<file path="config.mk">
export PLATFORM = sky130hd
export DESIGN_NAME = fpu
export DESIGN_NICKNAME = d
export VERILOG_FILES = /design/src/rtl/fpu.sv
export SDC_FILE = /design/constraint.sdc
export NUM_CORES = 1
export LEC_CHECK = 0
export ABC_CLOCK_PERIOD_IN_PS = 20800
export CAP_MARGIN = 20
export CORE_MARGIN = 5
export CORE_UTILIZATION = 43
export DETAILED_ROUTE_END_ITERATION = 12
export PLACE_DENSITY = 0.7
export SLEW_MARGIN = 20
export SYNTH_ARGS = -nofsm -noshare
export SYNTH_HDL_FRONTEND = slang
export SYNTH_SLANG_ARGS = --single-unit
</file>
<file path="constraint.sdc">
create_clock -name clk -period 20.8 [get_ports clk]
set_input_delay 3.12 -clock clk [delete_from_list [all_inputs] [get_ports clk]]
set_output_delay 3.12 -clock clk [all_outputs]
set_load 0.03 [all_outputs]
</file>
<file path="src/rtl/fpu.sv">
// Single-precision floating-point adder/subtractor.
// A multi-cycle FSM that performs one operation at a time:
// IDLE -> ALIGN -> ADD -> NORM -> ROUND -> DONE -> IDLE.
// Ports:
//   clk             rising-edge clock
//   arst            synchronous active-high reset (the name is historical)
//   start           level request, sampled only in IDLE
//   a_operand       IEEE-754 operand A
//   b_operand       IEEE-754 operand B
//   operation       op_sub gives A-B; every other encoding gives A+B
//   ieee_packet_out registered result, held until the next result
//   cmd_end         one-cycle pulse in DONE; the result is valid while it is high
//   busy            high in ALIGN, ADD, NORM and ROUND
// Round-to-nearest-even. Denormal inputs and results flush to signed zero.
package pa_fpu;
  typedef enum logic [1:0] {
    op_add = 2'd0,
    op_sub = 2'd1
  } e_fpu_op;
endpackage

module fpu (
  input  logic            clk,
  input  logic            arst,
  input  logic            start,
  input  logic [31:0]     a_operand,
  input  logic [31:0]     b_operand,
  input  pa_fpu::e_fpu_op operation,
  output logic [31:0]     ieee_packet_out,
  output logic            cmd_end,
  output logic            busy
);
  localparam logic [31:0] QNAN = 32'h7FC0_0000;

  typedef enum logic [2:0] {S_IDLE, S_ALIGN, S_ADD, S_NORM, S_ROUND, S_DONE} state_e;
  state_e state_q, state_d;

  logic [31:0]        a_q, b_q;                   // operands; b already sign-flipped for subtract
  logic               spec_q, spec_d;             // special case resolved in ALIGN
  logic [31:0]        spec_res_q, spec_res_d;
  logic signed [9:0]  exp_q, exp_d;               // larger exponent, with headroom for over/underflow
  logic [26:0]        sig_big_q, sig_big_d;       // {hidden, 23-bit fraction, guard, round, sticky}
  logic [26:0]        sig_small_q, sig_small_d;
  logic               sign_big_q, sign_big_d, sign_small_q, sign_small_d;
  logic [27:0]        sum_q, sum_d;               // bit 27 is the carry-out
  logic               sign_q, sign_d;
  logic [26:0]        norm_sig_q, norm_sig_d;
  logic signed [9:0]  norm_exp_q, norm_exp_d;
  logic               zero_q;
  logic [31:0]        out_q, result_d;

  // Number of leading zeros in a 27-bit vector. Returns 27 for an all-zero input.
  function automatic logic [4:0] lzc27(input logic [26:0] v);
    lzc27 = 5'd27;
    for (int i = 0; i < 27; i++) begin
      if (v[i]) lzc27 = 5'(26 - i);
    end
  endfunction

  // ---------------- FSM ----------------
  always_ff @(posedge clk) begin
    if (arst) begin
      state_q <= S_IDLE;
      out_q   <= '0;
    end else begin
      // NOTE: sequential state uses non-blocking assignments so every register
      // samples values from before the edge, whatever order the statements are in.
      state_q <= state_d;
      if (state_q == S_ROUND) out_q <= result_d;
    end
  end

  always_comb begin
    // NOTE: every output of this block gets a default first, so no path leaves one
    // unassigned and no latch is inferred.
    state_d = state_q;
    busy    = 1'b0;
    cmd_end = 1'b0;
    unique case (state_q)
      S_IDLE:  if (start) state_d = S_ALIGN;
      S_ALIGN: begin busy = 1'b1; state_d = S_ADD;   end
      S_ADD:   begin busy = 1'b1; state_d = S_NORM;  end
      S_NORM:  begin busy = 1'b1; state_d = S_ROUND; end
      S_ROUND: begin busy = 1'b1; state_d = S_DONE;  end
      S_DONE:  begin cmd_end = 1'b1; state_d = S_IDLE; end
      default: state_d = S_IDLE;
    endcase
  end

  assign ieee_packet_out = out_q;

  // ---------------- ALIGN: unpack, special cases, shift the smaller operand ----------------
  logic        a_nan, b_nan, a_inf, b_inf, a_zero, b_zero, swap;
  logic [7:0]  e_big, e_small, shamt;
  logic [23:0] m_small;
  logic [53:0] wide;

  always_comb begin
    a_nan  = (a_q[30:23] == 8'hFF) && (a_q[22:0] != '0);
    b_nan  = (b_q[30:23] == 8'hFF) && (b_q[22:0] != '0);
    a_inf  = (a_q[30:23] == 8'hFF) && (a_q[22:0] == '0);
    b_inf  = (b_q[30:23] == 8'hFF) && (b_q[22:0] == '0);
    a_zero = (a_q[30:23] == 8'h00);               // denormals count as zero
    b_zero = (b_q[30:23] == 8'h00);

    spec_d     = 1'b1;
    spec_res_d = '0;
    if (a_nan || b_nan)      spec_res_d = QNAN;
    else if (a_inf && b_inf) spec_res_d = (a_q[31] == b_q[31]) ? a_q : QNAN;
    else if (a_inf)          spec_res_d = a_q;
    else if (b_inf)          spec_res_d = b_q;
    else if (a_zero && b_zero) spec_res_d = {a_q[31] & b_q[31], 31'b0};
    else if (a_zero)         spec_res_d = b_q;
    else if (b_zero)         spec_res_d = a_q;
    else                     spec_d = 1'b0;

    swap         = b_q[30:23] > a_q[30:23];
    e_big        = swap ? b_q[30:23] : a_q[30:23];
    e_small      = swap ? a_q[30:23] : b_q[30:23];
    sign_big_d   = swap ? b_q[31] : a_q[31];
    sign_small_d = swap ? a_q[31] : b_q[31];
    sig_big_d    = {1'b1, (swap ? b_q[22:0] : a_q[22:0]), 3'b000};
    m_small      = {1'b1, (swap ? a_q[22:0] : b_q[22:0])};
    shamt        = e_big - e_small;
    exp_d        = $signed({2'b00, e_big});

    // Shift through a 27-bit tail so every bit that falls off lands in the sticky OR.
    wide = {m_small, 3'b000, 27'd0} >> shamt;
    if (shamt >= 8'd27) sig_small_d = 27'd1;
    else                sig_small_d = {wide[53:28], wide[27] | (|wide[26:0])};
  end

  // ---------------- ADD: signed-magnitude add ----------------
  always_comb begin
    if (sign_big_q == sign_small_q) begin
      sum_d  = {1'b0, sig_big_q} + {1'b0, sig_small_q};
      sign_d = sign_big_q;
    end else if (sig_big_q >= sig_small_q) begin
      sum_d  = {1'b0, sig_big_q} - {1'b0, sig_small_q};
      sign_d = sign_big_q;
    end else begin
      // Only reachable with equal exponents, where the "small" side has the larger fraction.
      sum_d  = {1'b0, sig_small_q} - {1'b0, sig_big_q};
      sign_d = sign_small_q;
    end
  end

  // ---------------- NORM ----------------
  logic [4:0] lz;

  always_comb begin
    lz = lzc27(sum_q[26:0]);
    if (sum_q[27]) begin
      norm_sig_d = {sum_q[27:2], |sum_q[1:0]};
      norm_exp_d = exp_q + 10'sd1;
    end else begin
      norm_sig_d = sum_q[26:0] << lz;
      norm_exp_d = exp_q - $signed({5'b0, lz});
    end
  end

  // ---------------- ROUND: nearest-even, then pack ----------------
  logic              round_up;
  logic [24:0]       mant_r;
  logic signed [9:0] exp_r;

  always_comb begin
    round_up = norm_sig_q[2] & (norm_sig_q[1] | norm_sig_q[0] | norm_sig_q[3]);
    mant_r   = {1'b0, norm_sig_q[26:3]} + 25'(round_up);
    // A rounding carry leaves the fraction all-zero and bumps the exponent.
    exp_r    = norm_exp_q + $signed({9'b0, mant_r[24]});
    if (spec_q)                    result_d = spec_res_q;
    else if (zero_q)               result_d = 32'h0000_0000;
    else if (exp_r >= 10'sd255)    result_d = {sign_q, 8'hFF, 23'b0};
    else if (exp_r < 10'sd1)       result_d = {sign_q, 31'b0};
    else                           result_d = {sign_q, exp_r[7:0],
                                               (mant_r[24] ? mant_r[23:1] : mant_r[22:0])};
  end

  // ---------------- Datapath registers ----------------
  // NOTE: these registers carry no reset; each is written in its own state before
  // being read, and the FSM reset alone guarantees no stale value reaches the output.
  always_ff @(posedge clk) begin
    if (state_q == S_IDLE && start) begin
      a_q <= a_operand;
      b_q <= (operation == pa_fpu::op_sub) ? {~b_operand[31], b_operand[30:0]} : b_operand;
    end
    if (state_q == S_ALIGN) begin
      spec_q       <= spec_d;
      spec_res_q   <= spec_res_d;
      exp_q        <= exp_d;
      sig_big_q    <= sig_big_d;
      sig_small_q  <= sig_small_d;
      sign_big_q   <= sign_big_d;
      sign_small_q <= sign_small_d;
    end
    if (state_q == S_ADD) begin
      sum_q  <= sum_d;
      sign_q <= sign_d;
    end
    if (state_q == S_NORM) begin
      norm_sig_q <= norm_sig_d;
      norm_exp_q <= norm_exp_d;
      zero_q     <= (sum_q == '0);
    end
  end
endmodule

</file>
==> results.py <==
metrics = {
    "status": {
        "outcome": "finished, final reports clean",
    },
    "finish": {
        "areaGrowthSynthToFinish_pct": 13.7,
        "nNetsFinal": 2216,
        "post-route-util_pct": 49.3,
        "fin_area_mm2": 0.0212,
        "drive_gt1_share_pct": 7.41,
        "num_antenna_cells": 0,
        "final_cells": 2664,
    },
    "synth": {
        "synth_area_leader_cell": "edfxtp_1",
        "async_reset_ff_share_pct": 0,
        "syn_nets": 2174,
        "syn_area_mm2": 0.0186,
        "synthFlopType": "edfxtp_1",
        "synth.avg_cell_area_um2": 9.25,
        "synth_top_area_share_pct": 36.1,
        "yosysMostFrequentCell": "edfxtp_1",
        "synth_cells": 2014,
        "synth_edf_count": 224,
        "netlist_top_cells_count": "edfxtp_1 (224), nand2_1 (221), nor2_1 (204)",
        "yosysSeqAreaShare_pct": 39.9,
        "synth.area.top_cells": "edfxtp_1 (36%), ha_1 (5.9%), mux2i_1 (5.2%), nand2_1 (4.5%), nor2_1 (4.1%)",
        "yosysWarnings": 0,
        "ys_ff_latch": 259,
        "synth.distinct_cells": 90,
    },
    "timing": {
        "fin_crit_sh_pct": 28.1,
        "rsz0062_at_grt": "false",
        "finalHoldViolCount": 0,
        "whs_ns": 0.496,
        "setup_tns_ns": 0,
        "fmax_mhz": 171,
        "tightest_slew_ns": 0.988,
        "setup_viol": 0,
        "drv_slew": 0,
        "worst_slack_ns": 14.95,
        "fin_skew_ns": 0.0134,
        "post-route-min-period_ns": 5.85,
        "max_slew_margin_pct": 33.8,
    },
    "placed_design": {
        "dpl_cell_area_mm2": 0.0202,
        "gp_congestion": 0.974,
        "post-dp-hpwl_um": 46900,
        "preCtsSetupSlack_ns": 15.03,
        "numPortBuffers": 102,
        "placed_cells": 2610,
    },
    "global_routing": {
        "grt_pass1_vias": 15500,
        "grt_pass1_wl_um": 91600,
        "gr-total-overflow": 0,
        "grt_max_degree": 82,
        "track_usage_pct": 24.5,
        "grt_antenna_before_repair": 0,
    },
    "power_and_ir_drop": {
        "power_density_mw_per_mm2": 96.1,
        "leakage_nw": 7.85,
        "ir_drop_mv": 0.0682,
        "p_total_mw": 2.04,
    },
    "clock_network": {
        "cts_setup_buffers": 0,
        "holdBufCountCts": 0,
        "clk_pin_slew_ns": 0.06,
        "root_buffer": "clkbuf_16",
        "h-tree-depth": 1,
        "cts.sinks": 259,
        "clk_latency_ns": 0.57,
        "cts_buffers": 29,
        "cts_tree": "built",
        "clockBufferDepth": 3,
        "cts-resized-gates": 0,
    },
    "critical_path": {
        "critPathMaxFanout": 39,
        "rr_startpoint": "a_q[23]$_DFFE_PP_",
        "slowest_delay_ns": 0.64,
        "reg2reg_to": "sig_small_q[0]$_SDFFCE_PP1P_",
        "crit_required_ns": 21.12,
        "worstPathArrival_ns": 6.17,
        "cp-end-kind": "flip-flop",
        "cp_num_cells": 16,
        "cp_top_family": "simple AND/OR/NAND/NOR gates",
        "regToRegSetupSlack_ns": 14.95,
        "path_cells": "ha_1 > buf_4 > nand4_1 > nand2b_2 > a311oi_2 > a21oi_1 > ha_1 > a41o_1 > or3_4 > nand2_2 > mux4_2 > or4b_1 > nor4_2 > o2111ai_1 > a21oi_1 > o21ai_1",
        "crit_start": "a_q[23]$_DFFE_PP_",
        "critPathKind": "reg2reg",
        "critPathBufInv": 1,
        "rr_worst_depth": 16,
        "slowest_stage": "mux4_2",
        "cp-start-kind": "flip-flop",
    },
    "detailed_routing": {
        "postRouteWirelength_um": 60600,
        "drc": 0,
        "ant_nets": 0,
        "via_per_inst": 6.20,
        "drtPass1Iterations": 7,
        "vias": 16500,
        "wire_per_inst_um": 22.7,
        "drt-initial-drc-count": 2131,
    },
    "hold_path": {
        "min_path_cells": 2,
        "hp-class": "reg2reg",
        "hold_end": "ieee_packet_out[3]$_SDFFE_PP0P_",
        "hold_path.startpoint": "ieee_packet_out[3]$_SDFFE_PP0P_",
    },
    "floorplanning": {
        "core_mm2": 0.0430,
        "die_area_mm2": 0.0476,
        "die_h_um": 218,
        "dieWidth_um": 218,
        "initial_utilization_pct": 43.4,
        "rows": 76,
        "ios": 103,
    },
    "run": {
        "cap_violations": 0,
    },
}
flip-flops by register name (all words and copies together), names as in the netlist, 3 cells and up:
name and cells:
a_q 32, b_q 32, exp_q 8, ieee_packet_out 32, norm_exp_q 10, norm_sig_q 27
sig_big_q 23, sig_small_q 27, spec_res_q 32, state_q 3, sum_q 28
worst min-delay path, delay by kind of cell (launching register included):
kind             cells  cell delay, ns
flip-flops           1            0.31
AND/OR/NAND/NOR      2            0.14
report_power, final:
| part | internal (mW) | leakage [nW] | switching, mW |
|---|---|---|---|
| registers | 0.636 | 2.39 | 0.0631 |
| clock network | 0.311 | 0.478 | 0.209 |
| logic | 0.293 | 4.98 | 0.524 |
| total | 1.24 | 7.85 | 0.796 |
cell type report:
class	instances	area (um^2)
Tap cell	585	732
Sequential cell	259	7430
Inverter	111	417
Clock buffer	40	807
Fill cell	4069	21800
Clock inverter	14	179
Multi-Input combinational cell	1529	10400
Timing Repair Buffer	126	1200
metal layers:
metal	GRT usage, %	share of wire, %	vias up
met2	40.0	46	770
met5	0	0	-
met4	6.99	3.3	0
met1	34.4	43	8032
li1	-	-	7584
met3	3.17	7.6	124
worst max path at each step:
stage | endpoint | slack (ns)
after floorplan | a_q[0]$_DFFE_PP_ | 10.52
after global placement | sig_small_q[0]$_SDFFCE_PP1P_ | 15.14
after detailed placement | sig_small_q[0]$_SDFFCE_PP1P_ | 15.03
after CTS | sig_small_q[0]$_SDFFCE_PP1P_ | 15.01
after global routing | sig_small_q[0]$_SDFFCE_PP1P_ | 14.50
final | sig_small_q[0]$_SDFFCE_PP1P_ | 14.95
placed cells by master, fill, tap and decap left out, types with 11 or more instances in the layout:
master / netlist / layout
nor3_1: 63 / 63
a21oi_1: 140 / 140
nor4_1: 24 / 24
clkbuf_16: 0 / 29
mux4_2: 18 / 18
inv_1: 107 / 107
a221oi_1: 22 / 22
mux2_2: 20 / 20
a21o_1: 19 / 19
mux2i_1: 97 / 97
nand3_1: 38 / 38
xor2_1: 20 / 19
nand2b_1: 13 / 13
a22oi_1: 26 / 26
o31ai_1: 14 / 14
o21ai_0: 87 / 86
and2_1: 23 / 23
edfxtp_1: 224 / 224
dfxtp_1: 35 / 35
buf_4: 1 / 24
nor2_1: 204 / 203
nand2_1: 221 / 220
xnor2_1: 52 / 49
nor2b_1: 15 / 15
o21a_1: 13 / 13
nand4_1: 28 / 28
o211ai_1: 18 / 18
clkdlybuf4s50_1: 0 / 102
a31oi_1: 17 / 17
a211oi_1: 33 / 32
ha_1: 88 / 88
o21bai_1: 25 / 25
o22ai_1: 11 / 11
cell families (layout without fill, tap and decap cells):
| logic type | count (synthesis) | count (layout) | share of synthesized area [%] |
|---|---|---|---|
| and+or+nand+nor | 685 | 685 | 17.1 |
| AOI/OAI and AO/OA | 544 | 544 | 19.9 |
| DFF | 259 | 259 | 39.9 |
| buffers and inverters | 226 | 291 | 4.80 |
| muxes | 137 | 137 | 8.74 |
| adders and majority gates | 91 | 91 | 6.23 |
| xor gates and xnor gates | 72 | 72 | 3.38 |
(Power assumes the default switching activity.)
